[src/rtl/dkong_prog_pkg.sv]
// Shared constants and state encodings for the dkong program-ROM loader.
//   CMD_WRITE / CMD_READ : host command bytes
//   RSP_ACK / RSP_NAK    : response bytes sent back on the serial link
//   prog_state_e         : command FSM states
//   rx_state_e           : UART receiver states
package dkong_prog_pkg;

  localparam logic [7:0] CMD_WRITE = 8'h57;
  localparam logic [7:0] CMD_READ  = 8'h52;
  localparam logic [7:0] RSP_ACK   = 8'h06;
  localparam logic [7:0] RSP_NAK   = 8'h15;

  typedef enum logic [3:0] {
    ST_IDLE,
    ST_CMD_AH,
    ST_CMD_AL,
    ST_CMD_LH,
    ST_CMD_LL,
    ST_DATA,
    ST_WRITE,
    ST_RESP,
    ST_RD_EN,
    ST_RD_CAP,
    ST_RD_TX
  } prog_state_e;

  typedef enum logic [1:0] {
    RX_IDLE,
    RX_START,
    RX_DATA,
    RX_STOP
  } rx_state_e;

endpackage

[src/rtl/prog_uart_rx.sv]
// 8N1 UART receiver: 2-FF synchronizer, falling-edge start detect re-checked
// at mid-bit, data sampled at bit centres LSB first.
//   clk_i, rst_ni : clock, async active-low reset
//   rx_i          : serial input, idle high
//   rx_data_o     : last received byte
//   rx_valid_o    : one-cycle pulse, good stop bit
//   frame_err_o   : one-cycle pulse, stop bit sampled low (byte dropped)
module prog_uart_rx
  import dkong_prog_pkg::*;
#(
  parameter int unsigned CLKS_PER_BIT = 434
) (
  input  logic       clk_i,
  input  logic       rst_ni,
  input  logic       rx_i,
  output logic [7:0] rx_data_o,
  output logic       rx_valid_o,
  output logic       frame_err_o
);

  localparam int unsigned CW = $clog2(CLKS_PER_BIT);
  localparam logic [CW-1:0] FULL = CW'(CLKS_PER_BIT - 1);
  localparam logic [CW-1:0] HALF = CW'(CLKS_PER_BIT / 2 - 1);

  rx_state_e     state_q, state_d;
  logic [2:0]    sync_q;
  logic [CW-1:0] cnt_q, cnt_d;
  logic [2:0]    bit_q, bit_d;
  logic [7:0]    data_q, data_d;
  logic          valid_q, valid_d, ferr_q, ferr_d;
  logic          rx_s, rx_prev;

  // sync_q[1] is the synchronized line; sync_q[2] its previous value for edge detect
  assign rx_s    = sync_q[1];
  assign rx_prev = sync_q[2];

  always_ff @(posedge clk_i or negedge rst_ni) begin
    if (!rst_ni) begin
      state_q <= RX_IDLE;
      sync_q  <= '1;
      cnt_q   <= '0;
      bit_q   <= '0;
      data_q  <= '0;
      valid_q <= 1'b0;
      ferr_q  <= 1'b0;
    end else begin
      state_q <= state_d;
      sync_q  <= {sync_q[1:0], rx_i};
      cnt_q   <= cnt_d;
      bit_q   <= bit_d;
      data_q  <= data_d;
      valid_q <= valid_d;
      ferr_q  <= ferr_d;
    end
  end

  always_comb begin
    state_d = state_q;
    cnt_d   = cnt_q + 1'b1;
    bit_d   = bit_q;
    data_d  = data_q;
    valid_d = 1'b0;
    ferr_d  = 1'b0;
    unique case (state_q)
      RX_IDLE: begin
        cnt_d = '0;
        if (rx_prev && !rx_s) state_d = RX_START;
      end
      RX_START: begin
        if (cnt_q == HALF) begin
          cnt_d   = '0;
          bit_d   = '0;
          state_d = rx_s ? RX_IDLE : RX_DATA;
        end
      end
      RX_DATA: begin
        if (cnt_q == FULL) begin
          cnt_d  = '0;
          data_d = {rx_s, data_q[7:1]};
          bit_d  = bit_q + 1'b1;
          if (bit_q == 3'd7) state_d = RX_STOP;
        end
      end
      RX_STOP: begin
        if (cnt_q == FULL) begin
          cnt_d   = '0;
          valid_d = rx_s;
          ferr_d  = !rx_s;
          state_d = RX_IDLE;
        end
      end
      default: state_d = RX_IDLE;
    endcase
  end

  assign rx_data_o   = data_q;
  assign rx_valid_o  = valid_q;
  assign frame_err_o = ferr_q;

endmodule

[src/rtl/dkong_prog_loader.sv]
// Serial program-ROM loader for dkong_system. Accepts 'W' ADDR_HI ADDR_LO
// LEN_HI LEN_LO DATA[LEN] over 8N1 UART, writes the ROM port, answers ACK+sum
// or NAK, and holds the system in reset while a command is active.
// Build option: PROGLOAD_READBACK_EN adds 'R' ADDR_HI ADDR_LO LEN_HI LEN_LO.
//   masterclk, rst_n     : clock, async active-low reset
//   ser_in / ser_out     : UART RX / TX, idle high
//   prog_en/we/addr/din  : ROM port strobe, write enable, address, write data
//   prog_dout            : ROM read data, valid one cycle after prog_en
//   sys_hold             : 1 = keep dkong_system in reset
//   busy                 : 1 = FSM not idle
module dkong_prog_loader
  import dkong_prog_pkg::*;
#(
  parameter int unsigned CLKS_PER_BIT = 434,
  parameter int unsigned TIMEOUT_CLKS = 2**20
) (
  input  logic        masterclk,
  input  logic        rst_n,
  input  logic        ser_in,
  output logic        ser_out,
  output logic        prog_en,
  output logic        prog_we,
  output logic [13:0] prog_addr,
  output logic [7:0]  prog_din,
  input  logic [7:0]  prog_dout,
  output logic        sys_hold,
  output logic        busy
);

  localparam int unsigned CW = $clog2(CLKS_PER_BIT);
  localparam logic [CW-1:0] FULL = CW'(CLKS_PER_BIT - 1);
  localparam int unsigned TW = $clog2(TIMEOUT_CLKS + 1);
  localparam logic [TW-1:0] TO_MAX = TW'(TIMEOUT_CLKS);

  logic [7:0] rx_data;
  logic       rx_valid, frame_err;

  prog_uart_rx #(.CLKS_PER_BIT(CLKS_PER_BIT)) u_rx (
    .clk_i      (masterclk),
    .rst_ni     (rst_n),
    .rx_i       (ser_in),
    .rx_data_o  (rx_data),
    .rx_valid_o (rx_valid),
    .frame_err_o(frame_err)
  );

  // TX shifter: idles all-ones so ser_out comes straight from a flop
  logic [9:0]    tx_shift_q;
  logic [3:0]    tx_bits_q;
  logic [CW-1:0] tx_cnt_q;
  logic          tx_busy_q, tx_load;
  logic [7:0]    tx_byte;

  always_ff @(posedge masterclk or negedge rst_n) begin
    if (!rst_n) begin
      tx_shift_q <= '1;
      tx_bits_q  <= '0;
      tx_cnt_q   <= '0;
      tx_busy_q  <= 1'b0;
    end else if (tx_load) begin
      tx_shift_q <= {1'b1, tx_byte, 1'b0};
      tx_bits_q  <= '0;
      tx_cnt_q   <= '0;
      tx_busy_q  <= 1'b1;
    end else if (tx_busy_q) begin
      if (tx_cnt_q == FULL) begin
        tx_cnt_q   <= '0;
        tx_shift_q <= {1'b1, tx_shift_q[9:1]};
        if (tx_bits_q == 4'd9) tx_busy_q <= 1'b0;
        else                   tx_bits_q <= tx_bits_q + 1'b1;
      end else begin
        tx_cnt_q <= tx_cnt_q + 1'b1;
      end
    end
  end

  assign ser_out = tx_shift_q[0];

  prog_state_e   state_q, state_d;
  logic [13:0]   addr_q, addr_d;
  logic [7:0]    din_q, din_d, sum_q, sum_d;
  logic [15:0]   len_q, len_d, resp_q, resp_d;
  logic [1:0]    left_q, left_d;
  logic          hold_q, hold_d;
  logic          is_rd_q, is_rd_d;
  logic [TW-1:0] to_cnt_q;
  logic          timeout, to_active;

  assign to_active = state_q inside {ST_CMD_AH, ST_CMD_AL, ST_CMD_LH, ST_CMD_LL,
                                     ST_DATA, ST_WRITE};
  assign timeout   = (to_cnt_q == TO_MAX);

  always_ff @(posedge masterclk or negedge rst_n) begin
    if (!rst_n) begin
      state_q  <= ST_IDLE;
      addr_q   <= '0;
      din_q    <= '0;
      sum_q    <= '0;
      len_q    <= '0;
      resp_q   <= '0;
      left_q   <= '0;
      hold_q   <= 1'b0;
      is_rd_q  <= 1'b0;
      to_cnt_q <= '0;
    end else begin
      state_q <= state_d;
      addr_q  <= addr_d;
      din_q   <= din_d;
      sum_q   <= sum_d;
      len_q   <= len_d;
      resp_q  <= resp_d;
      left_q  <= left_d;
      hold_q  <= hold_d;
      is_rd_q <= is_rd_d;
      if (!to_active || rx_valid) to_cnt_q <= '0;
      else if (!timeout)          to_cnt_q <= to_cnt_q + 1'b1;
    end
  end

  always_comb begin
    state_d = state_q;
    addr_d  = addr_q;
    din_d   = din_q;
    sum_d   = sum_q;
    len_d   = len_q;
    resp_d  = resp_q;
    left_d  = left_q;
    hold_d  = hold_q;
    is_rd_d = is_rd_q;
    tx_load = 1'b0;
    tx_byte = resp_q[7:0];
    prog_en = 1'b0;
    prog_we = 1'b0;
    unique case (state_q)
      ST_IDLE: begin
        if (rx_valid) begin
          sum_d = '0;
          if (rx_data == CMD_WRITE) begin
            state_d = ST_CMD_AH;
            hold_d  = 1'b1;
            is_rd_d = 1'b0;
`ifdef PROGLOAD_READBACK_EN
          end else if (rx_data == CMD_READ) begin
            state_d = ST_CMD_AH;
            hold_d  = 1'b1;
            is_rd_d = 1'b1;
`endif
          end else begin
            state_d = ST_RESP;
            resp_d  = {8'h00, RSP_NAK};
            left_d  = 2'd1;
          end
        end
      end
      ST_CMD_AH, ST_CMD_AL, ST_CMD_LH, ST_CMD_LL, ST_DATA: begin
        if (frame_err || timeout) begin
          state_d = ST_RESP;
          resp_d  = {8'h00, RSP_NAK};
          left_d  = 2'd1;
        end else if (rx_valid) begin
          unique case (state_q)
            ST_CMD_AH: begin
              addr_d[13:8] = rx_data[5:0];
              state_d      = ST_CMD_AL;
            end
            ST_CMD_AL: begin
              addr_d[7:0] = rx_data;
              state_d     = ST_CMD_LH;
            end
            ST_CMD_LH: begin
              len_d[15:8] = rx_data;
              state_d     = ST_CMD_LL;
            end
            ST_CMD_LL: begin
              len_d[7:0] = rx_data;
              if ({len_q[15:8], rx_data} == 16'h0000) begin
                state_d = ST_RESP;
                resp_d  = {sum_q, RSP_ACK};
                left_d  = 2'd2;
              end else begin
                state_d = is_rd_q ? ST_RD_EN : ST_DATA;
              end
            end
            default: begin
              din_d   = rx_data;
              state_d = ST_WRITE;
            end
          endcase
        end
      end
      ST_WRITE: begin
        prog_en = 1'b1;
        prog_we = 1'b1;
        addr_d  = addr_q + 14'd1;
        len_d   = len_q - 16'd1;
        sum_d   = sum_q + din_q;
        if (len_q == 16'd1) begin
          state_d = ST_RESP;
          resp_d  = {sum_q + din_q, RSP_ACK};
          left_d  = 2'd2;
        end else begin
          state_d = ST_DATA;
        end
      end
      ST_RESP: begin
        // resp_q holds the pending bytes low-first; left_q counts them
        if (!tx_busy_q) begin
          if (left_q != 2'd0) begin
            tx_load = 1'b1;
            resp_d  = {8'h00, resp_q[15:8]};
            left_d  = left_q - 2'd1;
          end else begin
            state_d = ST_IDLE;
            hold_d  = 1'b0;
          end
        end
      end
`ifdef PROGLOAD_READBACK_EN
      ST_RD_EN: begin
        prog_en = 1'b1;
        state_d = ST_RD_CAP;
      end
      ST_RD_CAP: begin
        tx_load = 1'b1;
        tx_byte = prog_dout;
        sum_d   = sum_q + prog_dout;
        addr_d  = addr_q + 14'd1;
        len_d   = len_q - 16'd1;
        state_d = ST_RD_TX;
      end
      ST_RD_TX: begin
        if (!tx_busy_q) begin
          if (len_q == 16'd0) begin
            state_d = ST_RESP;
            resp_d  = {sum_q, RSP_ACK};
            left_d  = 2'd2;
          end else begin
            state_d = ST_RD_EN;
          end
        end
      end
`endif
      default: state_d = ST_IDLE;
    endcase
  end

`ifndef PROGLOAD_READBACK_EN
  logic unused_dout;
  assign unused_dout = ^prog_dout;
`endif

  assign prog_addr = addr_q;
  assign prog_din  = din_q;
  assign sys_hold  = hold_q;
  assign busy      = (state_q != ST_IDLE);

endmodule
[config.mk]
export PLATFORM = sky130hd
export DESIGN_NAME = dkong_prog_loader
export DESIGN_NICKNAME = d
export VERILOG_FILES = /design/src/rtl/dkong_prog_pkg.sv /design/src/rtl/prog_uart_rx.sv /design/src/rtl/dkong_prog_loader.sv
export SDC_FILE = /design/constraint.sdc
export NUM_CORES = 1
export LEC_CHECK = 0
export ABC_AREA = 1
export BUFFER_PORTS_ARGS = -buffer_cell sky130_fd_sc_hd__clkbuf_2
export CORE_MARGIN = 5
export CORE_UTILIZATION = 60
export CTS_BUF_LIST = sky130_fd_sc_hd__clkbuf_4 sky130_fd_sc_hd__clkbuf_8 sky130_fd_sc_hd__clkbuf_16
export CTS_CLUSTER_SIZE = 24
export DETAILED_ROUTE_END_ITERATION = 10
export PLACE_DENSITY = 0.78
export SETUP_SLACK_MARGIN = 0.3
export SLEW_MARGIN = 20
export SYNTH_ARGS = -nofsm -noshare
export SYNTH_HDL_FRONTEND = slang
export SYNTH_SLANG_ARGS = --single-unit
[constraint.sdc]
create_clock -name masterclk -period 2.4 [get_ports masterclk]
set_input_delay 0.24 -clock masterclk [delete_from_list [all_inputs] [get_ports masterclk]]
set_output_delay 0.24 -clock masterclk [all_outputs]
set_load 0.005 [all_outputs]
After elaboration in Yosys (flattened, before gate mapping)
Cells that the tools add are included.
{"block": "totals", "reg_bits": 141, "latchBits": 0, "mem_bits_rw": 0, "rom_bits": 0, "inputBits": 11, "out_inout_bits": 27, "memories": 0}
{"block": "op_classes", "n_addsub": 9, "n_mul": 0, "n_div": 0, "magnitude_cmp": 0, "n_eq_ne": 41, "shift": 0, "n_mux": 84, "bitwise_logic": 2, "reduce_logical": 35}
{"operator": "$mux 16", "count": 11}
{"operator": "$pmux 16 s4", "count": 1}
{"operator": "$mux 9", "count": 5}
{"operator": "$mux 21", "count": 2}
{"operator": "$mux 4", "count": 9}
{"operator": "$mux 2", "count": 17}
{"operator": "$mux 8", "count": 4}
{"operator": "$pmux 16 s2", "count": 1}
{"operator": "$mux 10", "count": 3}
{"operator": "$mux 14", "count": 2}
{"operator": "$pmux 14 s2", "count": 1}
{"operator": "$pmux 9 s3", "count": 1}
{"operator": "$reduce_and 4->1", "count": 6}
{"operator": "$ne 2x2->1 const B", "count": 11}
{"operator": "$add 21x1->21 const B", "count": 1}
{"operator": "$eq 21x21->1 const B", "count": 1}
{"operator": "$add 9x1->9 const B", "count": 2}
{"operator": "$eq 9x9->1 const B", "count": 2}
{"operator": "$ne 2x1->1 const B", "count": 9}
{"operator": "$eq 16x1->1 const B", "count": 1}
{"operator": "$eq 4x3->1 const B", "count": 4}
{"operator": "$logic_not 16->1", "count": 1}
{"operator": "$mux 1", "count": 16}
{"operator": "$pmux 2 s4", "count": 2}
{"operator": "39 further kinds", "count": 58}

Longest topological paths before layout
Gate-level depths: netlist of the first run.
{"block": "depth", "word_depth": 6, "mapped_depth": 13}

Modules after synthesis
From an unflattened synthesis of the first run, not the netlist that was laid out.
{"block": "unflattened", "hier_cells": 1037, "hier_area_um2": 8021.4}
{"module": "dkong_prog_loader", "n_inst": 1, "cells_each": 897, "area_per_inst_um2": 6726.5, "seq_area_each_um2": 2813.9}
{"module": "prog_uart_rx", "n_inst": 1, "cells_each": 140, "area_per_inst_um2": 1295.0, "seq_area_each_um2": 679.4}

Least setup slack after synthesis of the first run
No wires, ideal clock.
{"block": "synth_path", "path_kind": "reg2reg", "startpoint": "register to_cnt_q[0]", "endpoint": "register len_q[1]", "arrival_ns": 1.690, "required_ns": 2.282, "path_slack_ns": 0.592, "stages_incl_launch_ff": 13, "n_path_buf": 1, "period_less_slack_ns": 1.808, "cell_sequence": "dfrtp_1 -> inv_1 -> ha_1 -> nand2_1 -> nor2_1 -> nand3_2 -> nand2_1 -> nand2_2 -> nand2_2 -> nor2_2 -> buf_4 -> nand2_1 -> o21ai_2"}
{"block": "synth_via", "elab_chain_cells": 4}
{"element": "start: declaration", "line_no": "dkong_prog_loader.sv:86", "rtl": "logic [TW-1:0] to_cnt_q;"}
{"element": "start signal: assignment", "line_no": "dkong_prog_loader.sv:116", "rtl": "else if (!timeout) to_cnt_q <= to_cnt_q + 1'b1;"}
{"element": "$eq 21x21->1", "line_no": "dkong_prog_loader.sv:91", "rtl": "assign timeout = (to_cnt_q == TO_MAX);"}
{"element": "$logic_or 1x1->1", "line_no": "dkong_prog_loader.sv:156", "rtl": "if (frame_err || timeout) begin"}
{"element": "$ne 2x2->1 (no line)"}
{"element": "$reduce_and 4->1 (no line)"}
{"element": "end signal: assignment", "line_no": "dkong_prog_loader.sv:110", "rtl": "len_q <= len_d;"}
{"element": "end: declaration", "line_no": "dkong_prog_loader.sv:82", "rtl": "logic [15:0] len_q, len_d, resp_q, resp_d;"}
No other way between the ends.
A chain may end at the register's enable or synchronous reset.

Worst setup path in the final report of the first run
{"block": "layout_path", "startpoint": "register state_q[1]", "endpoint": "output port prog_we"}
{"block": "layout_via", "elab_chain_cells": 2}
{"element": "start: declaration", "line_no": "dkong_prog_loader.sv:79", "rtl": "prog_state_e state_q, state_d;"}
{"element": "start signal: assignment", "line_no": "dkong_prog_loader.sv:106", "rtl": "state_q <= state_d;"}
{"element": "$eq 4x3->1", "line_no": "dkong_prog_loader.sv:134", "rtl": "unique case (state_q)"}
{"element": "$mux 1", "line_no": "dkong_prog_loader.sv:134"}
{"element": "end: declaration", "line_no": "dkong_prog_loader.sv:22", "rtl": "output logic prog_we,"}
No other way between the ends.

==> Flow_metrics.wiki, run 1 <==
{| class="wikitable"
! Metric !! Value
|-
| Run status || completed
|-
| Overall via count from detail_route || 6,961
|-
| Diode insertion count for antenna repair || 0
|-
| Dpl hpwl || 12,100 um
|-
| Final period demand of the worst path || 2.01 ns
|-
| Top cell family by delay on the critical path || buffers and inverters
|-
| Count of final hold-check violations || 0
|-
| Number of nets in the synthesized netlist || 1,098
|-
| Post-DR vias/cell || 5.33
|-
| Cell with the most instances after synthesis || sky130_fd_sc_hd__nand2_1
|-
| Global-route wire length before repair || 30,100 um
|-
| Finish-stage setup viols || 0
|-
| Number of buffers added on ports || 29
|-
| Buffer cell driving the clock tree root || sky130_fd_sc_hd__clkbuf_16
|-
| Least-Margin Pin Slew || 0.567 ns
|-
| Accumulated negative setup slack || 0 ns
|-
| Critical path startpoint category || flip-flop
|-
| Reported leakage power || 4.52 nW
|-
| Die Span X || 125 um
|-
| Minimum setup slack among reg-to-reg paths || 0.45 ns
|-
| Count of H-tree levels built during CTS || 4
|-
| Ranking of synthesized cells by instance count || sky130_fd_sc_hd__nand2_1 (311), sky130_fd_sc_hd__dfrtp_1 (127), sky130_fd_sc_hd__nor2_1 (121)
|-
| Std cell rows || 42
|-
| Highest fanout seen on the critical path || 31
|-
| EDFF count, synth || 0
|-
| Top-area cell type share of the netlist area || 40.0%
|-
| Overall power || 5.51 mW
|-
| Worst path max stage delay || 0.51 ns
|-
| Layout overhead on the synthesized area || 14.4%
|-
| Data required, critical path || 2.16 ns
|-
| Max-capacitance violation count || 0
|-
| Nets || 1,155
|-
| Top achievable clock speed || 497 MHz
|-
| Final Slew Violations || 0
|-
| Async set or reset register ratio after synthesis || 100%
|-
| Die Height || 125 um
|-
| Total track usage || 23.2%
|-
| Worst setup skew after layout || 0.0150 ns
|-
| Routability congestion estimate from global placement || 0.859
|-
| Post-synthesis instance total || 1,060
|-
| Maximum resistive drop on vdd || 0.717 mV
|-
| Flip-flop and latch count after synthesis || 139
|-
| CTS tree || done
|-
| Number of clock sinks || 139
|-
| Arrival time reported for the critical path endpoint || 1.77 ns
|-
| Largest area contributor in the netlist || sky130_fd_sc_hd__dfrtp_1
|-
| Bufs and invs on worst path || 2
|-
| Pwr/cell area || 606 nW/um2
|-
| Setup repair after global routing missed its margin || true
|-
| Syn_area_per_cell || 7.50 um2
|-
| Effective utilization at floorplan || 60.5%
|-
| Max-slew headroom at the worst pin || 62.1%
|-
| Kind of end point of the critical path || primary output
|-
| Total clock buffers created by CTS || 17
|-
| Residual DRC count || 0
|-
| Initial antenna violation count || 0
|-
| Antenna Violating Nets Remaining || 0
|-
| Post-synth top flop || sky130_fd_sc_hd__dfrtp_1
|-
| Sequential fraction of the synthesis area || 43.9%
|-
| Post-synth design cell area || 7950 um2
|-
| Share of layout cells above drive strength 1 || 12.8%
|-
| Iteration-0 DRC Markers || 438
|-
| Class of the most critical setup path || flip-flop to primary output
|-
| Number of warning messages in the yosys log || 0
|-
| Max Buffers Root-to-Sink || 2
|-
| Io pins || 38
|-
| Clock transition at path regs || 0.06 ns
|-
| Initial DRT Pass Iterations || 6
|-
| Full die area || 15,700 um2
|-
| Distinct cell type count after synthesis || 47
|-
| Cell types with the largest area share after synthesis || sky130_fd_sc_hd__dfrtp_1 (40%), sky130_fd_sc_hd__nand2_1 (15%), sky130_fd_sc_hd__o21ai_0 (6.0%)
|-
| Max stage delay cell, worst path || sky130_fd_sc_hd__dfrtp_1
|-
| Path class of the lowest-slack min-delay path || primary input to asynchronous set/reset pin
|-
| Maximum number of pins on one net before global-route repair || 53
|-
| Share of the clock period used by the worst path after layout || 83.8%
|-
| Via count of the first global-routing pass || 6,484
|-
| Core footprint || 13,100 um2
|-
| Clk_lat worst skew || 0.44 ns
|-
| Routed wire per std cell || 13.5 um
|-
| Aggregate routed wire length || 17,600 um
|-
| Overall overflow remaining after global route || 0
|-
| Cell Chain, Critical Path || nand2_1 -> nor2_2 -> buf_4 -> clkbuf_2
|}
[per-stage QoR]
step	instances	setup slack, ns	utilization (%)	hold slack [ns]	instance area [um2]
after floorplan	1060	0.592	-	-0.0556	7950
after global placement	1264	0.241	63.6	0.222	8350
after detailed placement	1264	0.204	63.6	0.224	8350
after CTS	1298	0.321	68.5	0.333	9000
after global routing	1306	0.289	69.3	0.364	9100
final	1306	0.389	69.3	0.333	9100
[routing by layer]
layer  GRT usage [%]  up-vias  wire length [um]
met2            37.8      156              8520
li1                -     3521                 -
met1            31.1     3250              8120
met5               0        -                 0
met3            5.29       34               679
met4            7.46        0               318
[worst reg2reg max path, stage by stage, from the launching register on]
cell and delay [ns]:
sky130_fd_sc_hd__dfrtp_1 0.48, sky130_fd_sc_hd__nor2_4 0.21, sky130_fd_sc_hd__inv_4 0.07, sky130_fd_sc_hd__nor2_8 0.14
sky130_fd_sc_hd__nor2_8 0.06, sky130_fd_sc_hd__nand2_1 0.12, sky130_fd_sc_hd__nand3_1 0.25, sky130_fd_sc_hd__nor2_4 0.31
sky130_fd_sc_hd__nand2_1 0.09, sky130_fd_sc_hd__nand2_1 0.07, sky130_fd_sc_hd__nand2_1 0.04
[logic make-up (layout without fill, tap and decap cells)]
logic type | after synthesis | after routing | share of synthesized area, %
buffers and inverters | 144 | 212 | 7.38
flip-flops | 139 | 139 | 43.9
XOR/XNOR | 23 | 23 | 2.53
AO/OA/AOI/OAI | 150 | 150 | 10.3
adder cells (fa/ha/maj) | 27 | 27 | 4.34
AND/OR/NAND/NOR | 577 | 579 | 31.5
[sequential cells by signal, indices dropped and copies added (netlist names), 9 cells and up, named ones only]
register and cells:
prog_addr 14, resp_q 16, u_rx.cnt_q 9, len_q 16
tx_cnt_q 9, to_cnt_q 21, tx_shift_q 9
[where the power goes]
part	leakage [nW]	internal [mW]	switching, mW
sequential	1.90	2.39	0.0396
combinational	2.32	0.107	0.239
clock	0.304	1.74	1.00
total	4.52	4.23	1.28
[final timing paths]
path                                start             end  cells after the start
max                            state_q[1]         prog_we                      4
min                                 rst_n    to_cnt_q[12]                      2
max reg2reg                    state_q[0]    prog_addr[7]                     10
min reg2reg                u_rx.sync_q[0]  u_rx.sync_q[1]                      0
max in group asynchronous           rst_n  u_rx.sync_q[0]                      3
min in group masterclk     u_rx.sync_q[0]  u_rx.sync_q[1]                      0
[what timing repair did]
action	in CTS	in global routing
setup buffers	0	5
setup endpoints to repair	6	52
endpoints found under the hold margin	48	0
gates cloned	0	3
pin swaps	0	4
resized for setup	1	9
hold buffers	2	0
[area by class of cell]
| class | instances | area [um2] |
|---|---|---|
| clock buffers | 22 | 482 |
| flip-flops and latches | 139 | 3490 |
| repair buffers | 53 | 365 |
| fillers | 1065 | 4040 |
| repair inverters | 1 | 5.00 |
| inverters | 126 | 480 |
| clock inverters | 10 | 138 |
| multi-input cells | 779 | 3920 |
| well taps | 176 | 220 |
[placed cells by master (no fill, tap or decap), types with 9 or more instances in the layout]
| cell | n |
|---|---|
| sky130_fd_sc_hd__a21oi_1 | 23 |
| sky130_fd_sc_hd__buf_4 | 19 |
| sky130_fd_sc_hd__clkbuf_16 | 17 |
| sky130_fd_sc_hd__clkbuf_2 | 28 |
| sky130_fd_sc_hd__dfrtp_1 | 127 |
| sky130_fd_sc_hd__dfstp_2 | 12 |
| sky130_fd_sc_hd__ha_1 | 26 |
| sky130_fd_sc_hd__inv_1 | 114 |
| sky130_fd_sc_hd__inv_2 | 9 |
| sky130_fd_sc_hd__nand2_1 | 310 |
| sky130_fd_sc_hd__nand3_1 | 75 |
| sky130_fd_sc_hd__nand4_1 | 16 |
| sky130_fd_sc_hd__nor2_1 | 119 |
| sky130_fd_sc_hd__nor2_4 | 9 |
| sky130_fd_sc_hd__nor3_1 | 20 |
| sky130_fd_sc_hd__o21ai_0 | 95 |
| sky130_fd_sc_hd__xor2_1 | 15 |
Note: power is estimated with default switching activity, not from simulation.
==> run 2, diff against run 1 <==
clock period = 2 ns   (was 2.4 ns; I/O delays follow)
==> run 2 against run 1 <==
Die area did not move. Highest routed layer unchanged. Flip-flop and latch count stayed put. Final cell count increased by 5.0%. Largest cell class unchanged. Non-clock buffer count increased by 66. Clock-buffer cell count stayed put. Via count up 14%. Critical path depth is 6 higher. Critical endpoint is now prog_addr[5].
==> Flow_metrics.wiki, run 2 (synthesis gave the netlist of run 1 again) <==
{| class="wikitable"
! Metric !! Value
|-
| Nets || 1,220 (was 1,155)
|-
| Final Slew Violations || 0 (unchanged)
|-
| Die Height || 125 um (unchanged)
|-
| Layout overhead on the synthesized area || 30.5% (was 14.4%)
|-
| Run status || completed (unchanged)
|-
| Max stage delay cell, worst path || sky130_fd_sc_hd__dfrtp_1 (unchanged)
|-
| Worst hold-check slack || 0.285 ns (was 0.333 ns)
|-
| Least-Margin Pin Slew || 0.490 ns (was 0.567 ns)
|-
| Share of layout cells above drive strength 1 || 28.8% (was 12.8%)
|-
| Count of final hold-check violations || 0 (unchanged)
|-
| Total clock buffers created by CTS || 17 (unchanged)
|-
| Worst setup skew after layout || 0.0315 ns (was 0.0150 ns)
|-
| Initial antenna violation count || 0 (unchanged)
|-
| Maximum number of pins on one net before global-route repair || 52 (was 53)
|-
| Data required, critical path || 2.31 ns (was 2.16 ns)
|-
| Count of H-tree levels built during CTS || 4 (unchanged)
|-
| Std cell rows || 42 (unchanged)
|-
| Top achievable clock speed || 539 MHz
|-
| Routed wire per std cell || 16.2 um (was 13.5 um)
|-
| Routability congestion estimate from global placement || 0.919 (was 0.859)
|-
| Overall overflow remaining after global route || 0 (unchanged)
|-
| Overall via count from detail_route || 7,921 (was 6,961)
|-
| Iteration-0 DRC Markers || 758 (was 438)
|-
| Max Buffers Root-to-Sink || 2 (unchanged)
|-
| Diode insertion count for antenna repair || 0 (unchanged)
|-
| Number of flip-flops under the largest register name || 21 (unchanged)
|-
| Reported leakage power || 5.05 nW (was 4.52 nW)
|-
| Clock transition at path regs || 0.06 ns (about the same)
|-
| CTS tree || done (unchanged)
|-
| Largest reg by FF count || to_cnt_q (unchanged)
|-
| Global-route wire length before repair || 32,300 um (was 30,100 um)
|-
| Arrival time reported for the critical path endpoint || 2.16 ns (was 1.77 ns)
|-
| Number of buffers added on ports || 29 (unchanged)
|-
| Max-capacitance violation count || 0 (unchanged)
|-
| Commonest non-fill, non-tap cell in the layout || sky130_fd_sc_hd__nand2_1 (unchanged)
|-
| Cell Chain, Critical Path || inv_2 -> nor2_4 -> buf_4 -> inv_1 -> nand2_2 -> inv_2 -> nand2_4 -> buf_4 -> o21ai_0 -> nand2_1 (was nand2_1 -> nor2_2 -> buf_4 -> clkbuf_2)
|-
| Biggest regs || to_cnt_q: 21 flops, len_q: 16 flops, resp_q: 16 flops (unchanged)
|-
| Max-slew headroom at the worst pin || 67.4% (was 62.1%)
|-
| Effective utilization at floorplan || 60.5% (unchanged)
|-
| Dpl hpwl || 12,300 um (was 12,100 um)
|-
| Number of clock sinks || 139 (unchanged)
|-
| Kind of end point of the critical path || flip-flop (was primary output)
|-
| Path class of the lowest-slack min-delay path || primary input to asynchronous set/reset pin (unchanged)
|-
| Final period demand of the worst path || 1.86 ns
|-
| Total track usage || 24.7% (was 23.2%)
|-
| Class of the most critical setup path || flip-flop to flip-flop (was flip-flop to primary output)
|-
| Full die area || 15,700 um2 (unchanged)
|-
| Worst path max stage delay || 0.46 ns (was 0.51 ns)
|-
| Finish-stage setup viols || 0 (unchanged)
|-
| Antenna Violating Nets Remaining || 0 (unchanged)
|-
| Maximum resistive drop on vdd || 1.10 mV (was 0.717 mV)
|-
| Highest fanout seen on the critical path || 7 (was 31)
|-
| Clk_lat worst skew || 0.45 ns (was 0.44 ns)
|-
| Via count of the first global-routing pass || 7,101 (was 6,484)
|-
| Accumulated negative setup slack || 0 ns (unchanged)
|-
| Aggregate routed wire length || 22,200 um (was 17,600 um)
|-
| Die Span X || 125 um (unchanged)
|-
| Core footprint || 13,100 um2 (unchanged)
|-
| Share of the clock period used by the worst path after layout || 92.8%
|-
| Setup repair after global routing missed its margin || true (unchanged)
|-
| Pwr/cell area || 676 nW/um2 (was 606 nW/um2)
|-
| Io pins || 38 (unchanged)
|-
| Residual DRC count || 0 (unchanged)
|-
| Post-DR vias/cell || 5.78 (was 5.33)
|-
| Buffer cell driving the clock tree root || sky130_fd_sc_hd__clkbuf_16 (unchanged)
|-
| Filler Cell Count || 825 (was 1,065)
|-
| Highest-count cells in the layout ignoring fill and taps || sky130_fd_sc_hd__nand2_1 (261), sky130_fd_sc_hd__dfrtp_1 (123), sky130_fd_sc_hd__inv_1 (105) (was sky130_fd_sc_hd__nand2_1 (310), sky130_fd_sc_hd__dfrtp_1 (127), sky130_fd_sc_hd__nor2_1 (119))
|-
| Critical path startpoint category || flip-flop (unchanged)
|-
| Initial DRT Pass Iterations || 6 (unchanged)
|}
## run 2: cell types whose count changed in the layout (fill, tap and decap cells not counted), sizes merged
cell	before	now
clkinv	6	5
buf	23	87
nor2	135	134
bufbuf	0	1
bufinv	3	4
nand2	319	320
inv	126	125
clkbuf	50	51
## run 2: critical path, delay by kind of cell, from the launching register on
kind / cells / cell delay (ns)
simple gates: 4 / 0.33
compound gates: 1 / 0.22
flops: 1 / 0.46
buf+inv: 5 / 0.68
## run 2: layout make-up
cell class | instances | area, um2 | area share (%)
well taps | 176 | 220 | 2.12
repair buffers | 119 | 1040 | 10.0
flip-flops and latches | 139 | 3500 | 33.7
clock buffers | 22 | 494 | 4.76
inverters | 126 | 489 | 4.71
clock inverters | 10 | 160 | 1.54
multi-input cells | 779 | 4480 | 43.1
## run 2: where the power goes
group	leakage, nW	switching [mW]	internal (mW)
registers	1.89	0.0556	2.86
clock network	0.323	1.23	2.25
logic	2.84	0.422	0.192
total	5.05	1.71	5.31
## run 2: repair_timing
action / 4_1_cts / 5_1_grt
hold buffers: 2 / 0
resized for setup: 46 / 174
pin swaps: 21 / 66
cloned: 4 / 4
endpoints found under the hold margin: 50 / 0
endpoints found under the setup margin: 98 / 112
buffers inserted: 18 / 27
## run 2: routing by layer
layer  vias to the layer above  track usage, %  part of all wire (%)
li1                       3657               -                     -
met1                      3788            32.8                    40
met3                        87            5.71                   6.5
met4                         0            9.95                   3.1
met2                       389            39.3                    50
met5                         -               0                     0
## run 2: metrics by stage
step                      utilization [%]  instance area [um2]  worst slack, ns  power, mW  cells
after floorplan                         -                 7970            0.259       3.22   1060
after detailed placement             65.2                 8560           0.0390       3.37   1284
after global routing                 79.0                10400           0.0306       7.22   1371
final                                79.0                10400            0.143       7.01   1371
after CTS                            73.2                 9610            0.246       6.86   1340
after global placement               65.2                 8560            0.113       3.35   1284
## run 2: worst paths after layout
kind	cells past startpoint	slack, ns	from	end
worst max-delay path	10	0.14	state_q[2]	prog_addr[5]
worst min-delay path	2	0.28	rst_n	u_rx.cnt_q[3]
worst max register to register	10	0.14	state_q[2]	prog_addr[5]
worst min register to register	0	0.36	u_rx.sync_q[0]	u_rx.sync_q[1]
max in group asynchronous	3	1.04	rst_n	tx_shift_q[6]
min in group masterclk	0	0.36	u_rx.sync_q[0]	u_rx.sync_q[1]
==> run 3, diff against run 2 <==
CORE_MARGIN = 10   (was 5)
REMOVE_ABC_BUFFERS = 1   (was default)
==> run 3 against run 2 <==
Sequential power about the same. Combinational power decreased by 17%. Core utilization shrank 0.68 points. First-iteration DRC count fell by 28%. Final cell count grew 0.58%. Largest cell class unchanged.
==> Flow_metrics.wiki, run 3 (synthesis gave the netlist of run 1 again) <==
{| class="wikitable"
! Metric !! Value
|-
| Run status || completed (unchanged)
|-
| Routability congestion estimate from global placement || 0.913 (was 0.919)
|-
| Pwr/cell area || 624 nW/um2 (was 676 nW/um2)
|-
| Initial antenna violation count || 0 (unchanged)
|-
| Dpl hpwl || 12,800 um (was 12,300 um)
|-
| Cell Chain, Critical Path || inv_2 -> ha_4 -> nand2_4 -> nor2_4 -> buf_4 -> buf_4 -> buf_4 -> buf_4 -> buf_4 -> buf_4 -> nand4_1 -> o21ai_1 (was inv_2 -> nor2_4 -> buf_4 -> inv_1 -> nand2_2 -> inv_2 -> nand2_4 -> buf_4 -> o21ai_0 -> nand2_1)
|-
| Highest-count cells in the layout ignoring fill and taps || sky130_fd_sc_hd__nand2_1 (271), sky130_fd_sc_hd__dfrtp_1 (121), sky130_fd_sc_hd__inv_1 (105) (was sky130_fd_sc_hd__nand2_1 (261), sky130_fd_sc_hd__dfrtp_1 (123), sky130_fd_sc_hd__inv_1 (105))
|-
| Overall overflow remaining after global route || 0 (unchanged)
|-
| Die Span X || 135 um (was 125 um)
|-
| Switching Fraction || 25.2% (was 24.3%)
|-
| Worst path max stage delay || 0.41 ns (was 0.46 ns)
|-
| Clk_lat worst skew || 0.43 ns (was 0.45 ns)
|-
| Max-capacitance violation count || 0 (unchanged)
|-
| Final instance area || 10,300 um2 (was 10,400 um2)
|-
| Top cell family by delay on the critical path || buffers and inverters (unchanged)
|-
| Maximum number of pins on one net before global-route repair || 47 (was 52)
|-
| Number of buffers added on ports || 29 (unchanged)
|-
| Filler Cell Count || 882 (was 825)
|-
| Number of flip-flops under the largest register name || 21 (unchanged)
|-
| Critical path startpoint category || flip-flop (unchanged)
|-
| Final Slew Violations || 0 (unchanged)
|-
| Arrival time reported for the critical path endpoint || 2.27 ns (was 2.16 ns)
|-
| Worst setup skew after layout || 0.00807 ns (was 0.0315 ns)
|-
| Layout overhead on the synthesized area || 29.3% (was 30.5%)
|-
| Count of H-tree levels built during CTS || 4 (unchanged)
|-
| Cell mode on critical path || sky130_fd_sc_hd__buf_4
|-
| Die Height || 135 um (was 125 um)
|-
| Biggest regs || to_cnt_q: 21 flops, len_q: 16 flops, resp_q: 16 flops (unchanged)
|-
| Core footprint || 13,100 um2 (unchanged)
|-
| Max Buffers Root-to-Sink || 2 (unchanged)
|-
| Aggregate routed wire length || 21,400 um (was 22,200 um)
|-
| Total track usage || 21.8% (was 24.7%)
|-
| Io pins || 38 (unchanged)
|-
| Full die area || 18,300 um2 (was 15,700 um2)
|-
| Nets || 1,228 (was 1,220)
|-
| Diode insertion count for antenna repair || 0 (unchanged)
|-
| Iteration-0 DRC Markers || 548 (was 758)
|-
| Number of clock sinks || 139 (unchanged)
|-
| Residual DRC count || 0 (unchanged)
|-
| Placed Cells || 1,288 (was 1,284)
|-
| Final Instance Count excl. Fillers || 1,379 (was 1,371)
|-
| Share of layout cells above drive strength 1 || 27.3% (was 28.8%)
|-
| Least-Margin Pin Slew || 0.464 ns (was 0.490 ns)
|-
| CTS tree || done (unchanged)
|-
| Finish-stage setup viols || 0 (unchanged)
|-
| Final period demand of the worst path || 1.93 ns (was 1.86 ns)
|-
| Placed instance area || 8530 um2 (was 8560 um2)
|-
| Max stage delay cell, worst path || sky130_fd_sc_hd__dfrtp_1 (unchanged)
|-
| Largest reg by FF count || to_cnt_q (unchanged)
|-
| Initial DRT Pass Iterations || 5 (was 6)
|-
| Bufs and invs on worst path || 7 (was 5)
|-
| Critical path depth in cells || 12 (was 10)
|-
| Share of power burned in combinational logic || 8.0% (was 8.7%)
|-
| Effective utilization at floorplan || 60.5% (unchanged)
|-
| Setup repair after global routing missed its margin || true (unchanged)
|-
| Maximum resistive drop on vdd || 1.08 mV (was 1.10 mV)
|-
| Count of final hold-check violations || 0 (unchanged)
|-
| Sw Pwr || 1.61 mW (was 1.71 mW)
|-
| Overall via count from detail_route || 7,527 (was 7,921)
|-
| Class of the most critical setup path || flip-flop to flip-flop (unchanged)
|-
| Sequential share of power || 45.4% (was 41.7%)
|-
| Share of the clock period used by the worst path after layout || 96.6% (was 92.8%)
|-
| Reported leakage power || 5.08 nW (was 5.05 nW)
|-
| Std cell rows || 42 (unchanged)
|-
| Highest fanout seen on the critical path || 2 (was 7)
|-
| Post-DR vias/cell || 5.46 (was 5.78)
|-
| Max-slew headroom at the worst pin || 69.0% (was 67.4%)
|-
| Commonest non-fill, non-tap cell in the layout || sky130_fd_sc_hd__nand2_1 (unchanged)
|-
| Clock transition at path regs || 0.06 ns (about the same)
|-
| Buffer cell driving the clock tree root || sky130_fd_sc_hd__clkbuf_16 (unchanged)
|-
| Global-route wire length before repair || 32,700 um (was 32,300 um)
|-
| Antenna Violating Nets Remaining || 0 (unchanged)
|-
| Kind of end point of the critical path || flip-flop (unchanged)
|-
| Routed wire per std cell || 15.5 um (was 16.2 um)
|-
| Total clock buffers created by CTS || 17 (unchanged)
|-
| Via count of the first global-routing pass || 7,021 (was 7,101)
|-
| Data required, critical path || 2.34 ns (was 2.31 ns)
|-
| Depth of the worst register-to-register path || 12 (was 10)
|-
| Fraction of power consumed by the clock network || 46.7% (was 49.6%)
|-
| Internal power || 4.80 mW (was 5.31 mW)
|-
| Path class of the lowest-slack min-delay path || primary input to asynchronous set/reset pin (unchanged)
|-
| Top achievable clock speed || 518 MHz (was 539 MHz)
|}
## run 3: cell types whose count changed in the layout (fill, tap and decap cells not counted), moves of 4 or more
cell                         before  now
sky130_fd_sc_hd__nand2_2         47   32
sky130_fd_sc_hd__buf_4           63   75
sky130_fd_sc_hd__nor2_1          87   98
sky130_fd_sc_hd__nand2_1        261  271
sky130_fd_sc_hd__nor2_2          22   14
sky130_fd_sc_hd__nand3_1         59   64
sky130_fd_sc_hd__clkinvlp_4       2    6
sky130_fd_sc_hd__inv_2           16   12
sky130_fd_sc_hd__nand3_2         15   11
## run 3: what timing repair did
action / in CTS / in global routing
pin swaps: 15 / 47
buffers inserted: 30 / 23
endpoints found under the setup margin: 88 / 115
resized for setup: 33 / 179
hold buffers: 2 / 0
endpoints found under the hold margin: 40 / 0
cloned: 3 / 1
## run 3: metal layers
layer  track usage, %  share of wire (%)
met1             27.2                 42
met2             37.0                 51
met3             4.30                4.4
met4             7.24                2.8
met5                0                  0
## run 3: stage by stage
stage	setup WS [ns]	hold WS (ns)	setup TNS (ns)	power (mW)	util, %
after floorplan	-0.458	-0.0956	-9.64	3.21	-
after global placement	0.0659	0.157	0	3.35	65.0
after detailed placement	-0.00524	0.158	-0.00524	3.37	65.0
after CTS	0.233	0.277	0	6.38	72.6
after global routing	0.0149	0.303	0	6.62	78.3
final	0.0689	0.269	0	6.42	78.3
## run 3: cell type report
class | instances | area, um2 | share of cell area [%]
Multi-Input combinational cell | 778 | 4430 | 43.1
Sequential cell | 139 | 3500 | 34.0
Timing Repair Buffer | 128 | 1070 | 10.4
Inverter | 126 | 500 | 4.86
Clock buffer | 20 | 460 | 4.48
Tap cell | 176 | 220 | 2.14
Clock inverter | 12 | 98.8 | 0.961
## run 3: final timing paths
kind	startpoint	end	slack, ns
setup / recovery	to_cnt_q[0]	to_cnt_q[0]	0.07
hold / removal	rst_n	to_cnt_q[12]	0.27
setup reg to reg	to_cnt_q[0]	to_cnt_q[0]	0.07
hold reg to reg	u_rx.sync_q[0]	u_rx.sync_q[1]	0.36
max in group asynchronous	rst_n	tx_shift_q[4]	1.05
min in group masterclk	u_rx.sync_q[0]	u_rx.sync_q[1]	0.36
## run 3: worst register-to-register path: stages, from the launching register on
cell,delay (ns)
sky130_fd_sc_hd__dfrtp_1,0.41
sky130_fd_sc_hd__inv_2,0.10
sky130_fd_sc_hd__ha_4,0.15
sky130_fd_sc_hd__nand2_4,0.05
sky130_fd_sc_hd__nor2_4,0.15
sky130_fd_sc_hd__buf_4,0.13
sky130_fd_sc_hd__buf_4,0.09
sky130_fd_sc_hd__buf_4,0.10
sky130_fd_sc_hd__buf_4,0.10
sky130_fd_sc_hd__buf_4,0.09
sky130_fd_sc_hd__buf_4,0.10
sky130_fd_sc_hd__nand4_1,0.14
sky130_fd_sc_hd__o21ai_1,0.23
## run 3: power by group through the flow
stage                     registers [mW]  clock network (mW)  logic [mW]
after floorplan                     2.95                   0       0.265
after global placement              2.95                   0       0.394
after detailed placement            2.96                   0       0.410
after CTS                           2.91                3.02       0.453
after global routing                2.92                3.13       0.571
final                               2.91                2.99       0.511
